<file path="config.mk">
export PLATFORM = sky130hd
export DESIGN_NAME = debug_dump_seq
export DESIGN_NICKNAME = d
export VERILOG_FILES = /design/src/rtl/debug_dump_seq.sv
export SDC_FILE = /design/constraint.sdc
export NUM_CORES = 1
export LEC_CHECK = 0
export ABC_AREA = 1
export CAP_MARGIN = 20
export CORE_AREA = 2 2 109 111
export CTS_CLUSTER_SIZE = 14
export DETAILED_ROUTE_END_ITERATION = 16
export DIE_AREA = 0 0 111 113
export HOLD_SLACK_MARGIN = 0.15
export PLACE_DENSITY = 0.94
export SLEW_MARGIN = 15
export SYNTH_ARGS = -nofsm -noshare
export SYNTH_HDL_FRONTEND = slang
export SYNTH_SLANG_ARGS = --single-unit
</file>
<file path="constraint.sdc">
create_clock -name i_clock -period 4.56 [get_ports i_clock]
set_input_delay 1.14 -clock i_clock [delete_from_list [all_inputs] [get_ports i_clock]]
set_output_delay 1.14 -clock i_clock [all_outputs]
set_load 0.03 [all_outputs]
</file>
<file path="src/rtl/debug_dump_seq.sv">
`default_nettype none
// ============================================================================
// debug_dump_seq : streams PC, cycle count, registers and memory as UART bytes
// Revision 1.0
// ============================================================================
module debug_dump_seq #(
  parameter int NB_DATA     = 32,
  parameter int NB_REG_ADDR = 5,
  parameter int N_REGS      = 32,
  parameter int NB_MEM_ADDR = 5,
  parameter int N_MEM_WORDS = 32
) (
  input  logic                   i_clock,
  input  logic                   i_reset,
  input  logic                   i_start,
  input  logic                   i_dirty_only,
  input  logic [NB_DATA-1:0]     i_pc,
  input  logic [NB_DATA-1:0]     i_cycles,
  input  logic [NB_DATA-1:0]     i_reg_data,
  input  logic [NB_DATA-1:0]     i_mem_data,
  input  logic                   i_mem_dirty,
  input  logic                   i_tx_done,
  output logic [NB_REG_ADDR-1:0] o_reg_addr,
  output logic                   o_reg_rd_en,
  output logic [NB_MEM_ADDR-1:0] o_mem_addr,
  output logic                   o_mem_rd_en,
  output logic [7:0]             o_tx_data,
  output logic                   o_tx_start,
  output logic                   o_busy,
  output logic                   o_done
);

  localparam int NB_BYTES = NB_DATA / 8;
  localparam int NB_BCNT  = (NB_BYTES > 1) ? $clog2(NB_BYTES) : 1;
  localparam logic [NB_BCNT-1:0]     LAST_BYTE = NB_BCNT'(NB_BYTES - 1);
  localparam logic [NB_REG_ADDR-1:0] LAST_REG  = NB_REG_ADDR'(N_REGS - 1);
  localparam logic [NB_MEM_ADDR-1:0] LAST_MEM  = NB_MEM_ADDR'(N_MEM_WORDS - 1);

  typedef enum logic [3:0] {
    IDLE      = 4'd0,
    SEND      = 4'd1,
    REG_RD    = 4'd2,
    REG_CAP   = 4'd3,
    MEM_RD    = 4'd4,
    MEM_CAP   = 4'd5,
    ADDR_SEND = 4'd6,
    TERM      = 4'd7,
    DONE      = 4'd8
  } state_t;

  typedef enum logic [1:0] {
    SEC_PC  = 2'd0,
    SEC_CYC = 2'd1,
    SEC_REG = 2'd2,
    SEC_MEM = 2'd3
  } sec_t;

  state_t                 state_q, state_d;
  sec_t                   sec_q, sec_d;
  logic [NB_DATA-1:0]     word_q, word_d;
  logic [NB_BCNT-1:0]     bytes_left_q, bytes_left_d;
  logic [NB_DATA-1:0]     cycles_q, cycles_d;
  logic                   dirty_only_q, dirty_only_d;
  logic                   in_flight_q, in_flight_d;
  logic [NB_REG_ADDR-1:0] reg_addr_q, reg_addr_d;
  logic                   reg_rd_en_q, reg_rd_en_d;
  logic [NB_MEM_ADDR-1:0] mem_addr_q, mem_addr_d;
  logic                   mem_rd_en_q, mem_rd_en_d;
  logic [7:0]             tx_data_q, tx_data_d;
  logic                   tx_start_q, tx_start_d;
  logic                   busy_q, busy_d;
  logic                   done_q, done_d;

  logic                   tx_ack;
  logic                   load_word;
  logic [NB_DATA-1:0]     load_val;
  logic                   send_byte;
  logic [7:0]             byte_val;
  logic                   end_mem;

  always_comb begin
    state_d      = state_q;
    sec_d        = sec_q;
    word_d       = word_q;
    bytes_left_d = bytes_left_q;
    cycles_d     = cycles_q;
    dirty_only_d = dirty_only_q;
    in_flight_d  = in_flight_q;
    reg_addr_d   = reg_addr_q;
    reg_rd_en_d  = 1'b0;
    mem_addr_d   = mem_addr_q;
    mem_rd_en_d  = 1'b0;
    tx_data_d    = tx_data_q;
    tx_start_d   = 1'b0;
    done_d       = 1'b0;
    load_word    = 1'b0;
    load_val     = '0;
    send_byte    = 1'b0;
    byte_val     = 8'h00;
    end_mem      = 1'b0;

    // A done strobe only counts while a byte is outstanding
    tx_ack = in_flight_q & i_tx_done;
    if (tx_ack) begin
      in_flight_d = 1'b0;
    end

    case (state_q)
      IDLE: begin
        if (i_start) begin
          cycles_d     = i_cycles;
          dirty_only_d = i_dirty_only;
          sec_d        = SEC_PC;
          load_word    = 1'b1;
          load_val     = i_pc;
        end
      end
      SEND: begin
        if (tx_ack) begin
          if (bytes_left_q != '0) begin
            send_byte    = 1'b1;
            byte_val     = word_q[NB_DATA-1 -: 8];
            word_d       = word_q << 8;
            bytes_left_d = bytes_left_q - NB_BCNT'(1);
          end else begin
            case (sec_q)
              SEC_PC: begin
                sec_d     = SEC_CYC;
                load_word = 1'b1;
                load_val  = cycles_q;
              end
              SEC_CYC: begin
                sec_d       = SEC_REG;
                state_d     = REG_RD;
                reg_addr_d  = '0;
                reg_rd_en_d = 1'b1;
              end
              SEC_REG: begin
                if (reg_addr_q == LAST_REG) begin
                  reg_addr_d  = '0;
                  sec_d       = SEC_MEM;
                  state_d     = MEM_RD;
                  mem_addr_d  = '0;
                  mem_rd_en_d = 1'b1;
                end else begin
                  reg_addr_d  = reg_addr_q + NB_REG_ADDR'(1);
                  state_d     = REG_RD;
                  reg_rd_en_d = 1'b1;
                end
              end
              SEC_MEM: begin
                if (mem_addr_q == LAST_MEM) begin
                  mem_addr_d = '0;
                  end_mem    = 1'b1;
                end else begin
                  mem_addr_d  = mem_addr_q + NB_MEM_ADDR'(1);
                  state_d     = MEM_RD;
                  mem_rd_en_d = 1'b1;
                end
              end
              default: state_d = IDLE;
            endcase
          end
        end
      end
      REG_RD: state_d = REG_CAP;
      REG_CAP: begin
        load_word = 1'b1;
        load_val  = i_reg_data;
      end
      MEM_RD: state_d = MEM_CAP;
      MEM_CAP: begin
        if (!dirty_only_q) begin
          load_word = 1'b1;
          load_val  = i_mem_data;
        end else if (i_mem_dirty) begin
          // Hold the raw word while its address tag goes out first
          word_d    = i_mem_data;
          state_d   = ADDR_SEND;
          send_byte = 1'b1;
          byte_val  = 8'(mem_addr_q);
        end else if (mem_addr_q == LAST_MEM) begin
          mem_addr_d = '0;
          end_mem    = 1'b1;
        end else begin
          mem_addr_d  = mem_addr_q + NB_MEM_ADDR'(1);
          state_d     = MEM_RD;
          mem_rd_en_d = 1'b1;
        end
      end
      ADDR_SEND: begin
        if (tx_ack) begin
          load_word = 1'b1;
          load_val  = word_q;
        end
      end
      TERM: begin
        if (tx_ack) begin
          state_d = DONE;
          done_d  = 1'b1;
        end
      end
      DONE: state_d = IDLE;
      default: state_d = IDLE;
    endcase

    if (end_mem) begin
      if (dirty_only_q) begin
        state_d   = TERM;
        send_byte = 1'b1;
        byte_val  = 8'hFF;
      end else begin
        state_d = DONE;
        done_d  = 1'b1;
      end
    end

    if (load_word) begin
      state_d      = SEND;
      send_byte    = 1'b1;
      byte_val     = load_val[NB_DATA-1 -: 8];
      word_d       = load_val << 8;
      bytes_left_d = LAST_BYTE;
    end

    if (send_byte) begin
      tx_start_d  = 1'b1;
      tx_data_d   = byte_val;
      in_flight_d = 1'b1;
    end

    busy_d = (state_d != IDLE);
  end

  always_ff @(posedge i_clock) begin
    if (i_reset) begin
      state_q      <= IDLE;
      sec_q        <= SEC_PC;
      word_q       <= '0;
      bytes_left_q <= '0;
      cycles_q     <= '0;
      dirty_only_q <= 1'b0;
      in_flight_q  <= 1'b0;
      reg_addr_q   <= '0;
      reg_rd_en_q  <= 1'b0;
      mem_addr_q   <= '0;
      mem_rd_en_q  <= 1'b0;
      tx_data_q    <= 8'h00;
      tx_start_q   <= 1'b0;
      busy_q       <= 1'b0;
      done_q       <= 1'b0;
    end else begin
      state_q      <= state_d;
      sec_q        <= sec_d;
      word_q       <= word_d;
      bytes_left_q <= bytes_left_d;
      cycles_q     <= cycles_d;
      dirty_only_q <= dirty_only_d;
      in_flight_q  <= in_flight_d;
      reg_addr_q   <= reg_addr_d;
      reg_rd_en_q  <= reg_rd_en_d;
      mem_addr_q   <= mem_addr_d;
      mem_rd_en_q  <= mem_rd_en_d;
      tx_data_q    <= tx_data_d;
      tx_start_q   <= tx_start_d;
      busy_q       <= busy_d;
      done_q       <= done_d;
    end
  end

  assign o_reg_addr  = reg_addr_q;
  assign o_reg_rd_en = reg_rd_en_q;
  assign o_mem_addr  = mem_addr_q;
  assign o_mem_rd_en = mem_rd_en_q;
  assign o_tx_data   = tx_data_q;
  assign o_tx_start  = tx_start_q;
  assign o_busy      = busy_q;
  assign o_done      = done_q;

endmodule
`default_nettype wire

</file>
# [Word level (Yosys, flattened, before mapping)]
# Cells that the tools add are included.
[classes] mux=91 n_reduce_logical=22 n_eq_ne=26 addsub=3 mul=0 shift=0 order_cmp=0 div_mod_pow=0 bitwise=4
[ops] operator="$mux W32" n=11
[ops] operator="$pmux W32 S5" n=1
[ops] operator="$pmux W32 S2" n=1
[ops] operator="$mux W5" n=9
[ops] operator="$mux W8" n=5
[ops] operator="$mux W4" n=9
[ops] operator="$mux W1" n=32
[ops] operator="$pmux W5 S2" n=3
[ops] operator="$pmux W4 S6" n=1
[ops] operator="$eq A4 B3 Y1 const B" n=4
[ops] operator="$mux W2" n=8
[ops] operator="$pmux W8 S2" n=1
[ops] operator="$reduce_bool A2 Y1" n=8
[ops] operator="$ne A3 B3 Y1 const B" n=5
[ops] operator="$ne A2 B2 Y1 const B" n=7
[ops] operator="$pmux W4 S3" n=1
[ops] operator="$add A5 B1 Y5 const B" n=2
[ops] operator="$eq A5 B5 Y1 const B" n=2
[ops] operator="$pmux W1 S2" n=5
[ops] operator="$reduce_and A5 Y1" n=2
[ops] operator="$eq A4 B2 Y1 const B" n=2
[ops] operator="$reduce_and A7 Y1" n=1
[ops] operator="$pmux W2 S3" n=1
[ops] operator="$reduce_and A6 Y1" n=1
[ops] operator="other kinds (21)" n=24
[word_totals] input_bits=134 memories=0 romBits=0 latch_bits=0 ramBits=0 regBits=97 word_cells=162

# [Depth between registers and ports, before layout]
[logic_depth] ltp_word=9 depth_mapped=15 depth_no_buf=15

# [Worst setup path after synthesis]
# Ideal clock, no wire load.
[synth_timing] path_kind="in2reg" from="in i_tx_done" to="reg word_q[13]" setup_ps=70 t_required_ps=4490 arrival_ps=2254 stages=10 slack_ps=2235 path_buffers=1 path_cell_list="nand2_2 inv_2 nand3_1 nand2_1 inv_2 nand3b_4 nor2_4 buf_2 nand2_1 a21oi_1"
[synth_via] elab_chain_cells=5 elab_cells_between_ends=14 cone_classes="4 x eq/ne; 7 x mux; 1 x bitwise; 2 x reduce/logical"
[synth_lines] item="from (decl)" line="22" rtl="input logic i_tx_done,"
[synth_lines] item="$and A1 B1 Y1 (*)" line="103" rtl="tx_ack = in_flight_q & i_tx_done;"
[synth_lines] item="$mux W1 (on tied branches)" line="192, 119"
[synth_lines] item="$pmux W1 S5" line="108" rtl="case (state_q)"
[synth_lines] item="$ne A3 B3 Y1 (no source line) or $reduce_bool A3 Y1 (tied branches)"
[synth_lines] item="$reduce_and A5 Y1 (no source line)"
[synth_lines] item="to (signal assigned)" line="255" rtl="word_q <= word_d;"
[synth_lines] item="to (decl)" line="60" rtl="logic [NB_DATA-1:0] word_q, word_d;"
# Every way passes the cells marked *; elsewhere a longest branch is shown, timed or not.
# A chain may end at the register's enable or synchronous reset.

# [Worst setup path in the final report]
[layout_timing] from="in i_tx_done" to="reg bytes_left_q[1]"
[layout_via] elab_chain_cells=5 elab_cells_between_ends=9 cone_classes="4 x mux; 1 x bitwise; 4 x reduce/logical"
[layout_lines] item="$and A1 B1 Y1 (*)" line="103"
[layout_lines] item="$mux W1 (on tied branches)" line="192, 119"
[layout_lines] item="$pmux W1 S5" line="108"
[layout_lines] item="$reduce_bool A2 Y1 (no source line)"
[layout_lines] item="$reduce_and A3 Y1 (no source line)"
[layout_lines] item="to (signal assigned)" line="256" rtl="bytes_left_q <= bytes_left_d;"
[layout_lines] item="to (decl)" line="61" rtl="logic [NB_BCNT-1:0] bytes_left_q, bytes_left_d;"
# Marks and branches as above.

==> results_dict.tcl <==
set metrics [dict create \
    synth.top_cell.area_share_pct 32.7 \
    setup_violations 0 \
    reg2reg_slack_ns 1.75 \
    io_pins 157 \
    die_y_um 113 \
    grt_pass1_wl_um 30300 \
    worst_slew_pin_slew_ns 0.930 \
    io_buffers 156 \
    synthTopCellsByArea "dfxtp_1 (33%), nand2_1 (25%), a21oi_1 (7.1%)" \
    slowest_stage "nor2_1" \
    antenna_found_initial 0 \
    synthArstFlopShare_pct 0 \
    grtUsageTotal_pct 29.4 \
    critPathMaxFanout 25 \
    grt_pass1_vias 6652 \
    worstSkewPairLatency_ns 0.35 \
    critPathLaunchType "input port" \
    ys_types 25 \
    synth_flop_cell "dfxtp_1" \
    status "finished, final reports clean" \
    yosys.area_share.adder_pct 1.90 \
    fin_nets 1287 \
    cts.sinks 97 \
    hold_viol 0 \
    whs_ns 0.465 \
    yosys_warnings 0 \
    drtIter0Drc 741 \
    min_period_ns 3.12 \
    cts-buffers-inserted 9 \
    worstPathRequired_ns 4.80 \
    ctsResizeCount 0 \
    synth_compound_gate_area_share_pct 14.2 \
    synth.cell_area_um2 5930 \
    endpoint "bytes_left_q[1]" \
    post_drt_wl_per_cell_um 14.5 \
    totalWireLength_um 18800 \
    cap_violations 0 \
    die_x_um 111 \
    seq_area_frac_synth_pct 32.7 \
    cts_tree "yes" \
    fmax_ghz 0.321 \
    routabilityCongestion 0.952 \
    synth_seq_cells 97 \
    synthToLayoutAreaGrowth_pct 31.8 \
    dr.pass1.iters 7 \
    synth.avg_cell_area_um2 5.83 \
    dieArea_um2 12500 \
    core_area_um2 11300 \
    overflow 0 \
    synthMuxAreaShare_pct 0 \
    synthXorXnorAreaFrac_pct 0.443 \
    hpwlAfterDp_um 13700 \
    r2r-start "state_q[1]" \
    tns_ns 0 \
    path_delay_family "simple AND/OR/NAND/NOR gates" \
    final_layout_size_suffix_gt1_share_pct 4.53 \
    critPathMaxStageDelay_ns 0.52 \
    drc 0 \
    relSlewSlack_pct 37.8 \
    startpoint "i_tx_done" \
    p_total_uw 2110 \
    htreeDepth 3 \
    num_vias 7060 \
    ctsHoldBuffers 0 \
    rsz0062_at_grt "no" \
    path_clk_slew_ns 0.08 \
    crit_type "in2reg" \
    cp.buffers_inverters 4 \
    synth_edf_count 0 \
    cts.path.max_buffers 2 \
    cts_setup_buffers 0 \
    syn-num-nets 1161 \
    hold_path_class "reg2reg" \
    synth_top_family_by_area "simple AND/OR/NAND/NOR gates" \
    synth_top_cell_by_area "dfxtp_1" \
    power_density_nw_per_um2 270 \
    syn_inst 1018 \
    worstPathArrival_ns 3.36 \
    p_leak_uw 0.00344 \
    reg2reg_depth 12 \
    fin_skew_ns 0.00857 \
    cp-end-kind "register" \
    rows 39 \
    cp.depth 10 \
    start_util_pct 52.6 \
    yosys.area_share.simple_pct 40.7 \
    clock-root-buffer "clkbuf_16" \
    antenna_left 0 \
    irDropWorstVdd_v 0.000189 \
    vias_per_cell 5.46 \
    cp_cell_sequence "clkdlybuf4s50_1 -> nand2_2 -> inv_2 -> nand3_1 -> buf_4 -> nand3_1 -> nor2_1 -> o21ai_0 -> o21ai_0 -> inv_1" \
    n_antenna_cell 0 \
    fin_crit_sh_pct 68.4 \
    grt_max_degree 62 \
    slew_viol_final 0 \
    r2r_end "o_tx_data[1]" \
]
-- synth_stat cells (5+ instances only) --
cell type,n
ha_1,9
a21oi_1,84
buf_2,23
inv_2,9
clkbuf_1,23
nor2_1,108
inv_1,92
nand2_1,388
nand4_1,7
nand3_1,67
nor3_1,5
dfxtp_1,97
o21ai_0,83
nor2_4,5
nor2_2,5
-- state kept, by name, summed over array words and instances (netlist names) --
signal	count
bytes_left_q	2
cycles_q	32
dirty_only_q	1
in_flight_q	1
o_busy	1
o_done	1
o_mem_addr	5
o_mem_rd_en	1
o_reg_addr	5
o_reg_rd_en	1
o_tx_data	8
o_tx_start	1
sec_q	2
state_q	4
word_q	32
-- kinds of logic (layout without fill, tap and decap cells) --
family / count (synthesis) / after routing
flip-flops: 97 / 97
buffers and inverters: 149 / 280
XOR/XNOR: 3 / 3
AND/OR/NAND/NOR: 592 / 592
adder cells (fa/ha/maj): 9 / 9
AO/OA/AOI/OAI: 168 / 168
-- how the worst min path moves through the flow --
stage,startpoint,cells after the start,endpoint
2_1_floorplan,cycles_q[25],2,cycles_q[25]
3_3_place_gp,cycles_q[30],2,cycles_q[30]
3_5_place_dp,cycles_q[30],2,cycles_q[30]
4_1_cts,cycles_q[30],2,cycles_q[30]
5_1_grt,cycles_q[14],2,cycles_q[14]
6_report,cycles_q[30],2,cycles_q[30]
-- layout make-up --
| class | instances | area [µm²] |
|---|---|---|
| inverters | 101 | 379 |
| flip-flops and latches | 97 | 1940 |
| well taps | 143 | 179 |
| clock buffers | 11 | 253 |
| clock inverters | 5 | 38.8 |
| fillers | 969 | 3450 |
| multi-input cells | 772 | 3420 |
| repair buffers | 163 | 1610 |
-- routing by layer --
layer / up-vias / wire length (µm) / part of all wire, % / track usage (%)
li1: 3454 / - / - / -
met1: 3148 / 7410 / 39 / 36.1
met2: 396 / 8950 / 48 / 51.2
met3: 62 / 1750 / 9.3 / 4.34
met4: 0 / 664 / 3.5 / 13.3
met5: - / 0 / 0 / 0
-- power by group --
group | switching [µW] | internal, µW
sequential | 35.9 | 895
clock | 365 | 404
combinational | 221 | 187
-- metrics by stage --
step	cell area, µm²	util (%)	std cells	setup slack (ns)
5_1_grt	7820	69.4	1292	1.24
3_5_place_dp	7530	66.8	1276	1.12
4_1_cts	7820	69.4	1292	1.47
3_3_place_gp	7530	66.8	1276	1.24
6_report	7820	69.4	1292	1.44
2_1_floorplan	5930	-	1018	2.24
-- worst reg2reg max path: cells and delay by family (launching register included) --
| family | cells | cell delay (ns) |
|---|---|---|
| buffers and inverters | 2 | 0.58 |
| DFF | 1 | 0.39 |
| and+or+nand+nor | 10 | 1.77 |
-- layout by cell type, fill, tap and decap left out, drive strengths merged, types with 2 or more instances in the layout --
| cell | count |
|---|---|
| nand2 | 392 |
| clkinv | 3 |
| xor2 | 2 |
| nand4 | 7 |
| clkdlybuf4s50 | 155 |
| buf | 8 |
| clkbuf | 11 |
| nand3 | 67 |
| nor2 | 118 |
| dfxtp | 97 |
| nor3 | 5 |
| o21ai | 83 |
| inv | 102 |
| a21oi | 84 |
| ha | 9 |
(Power assumes the default switching activity.)
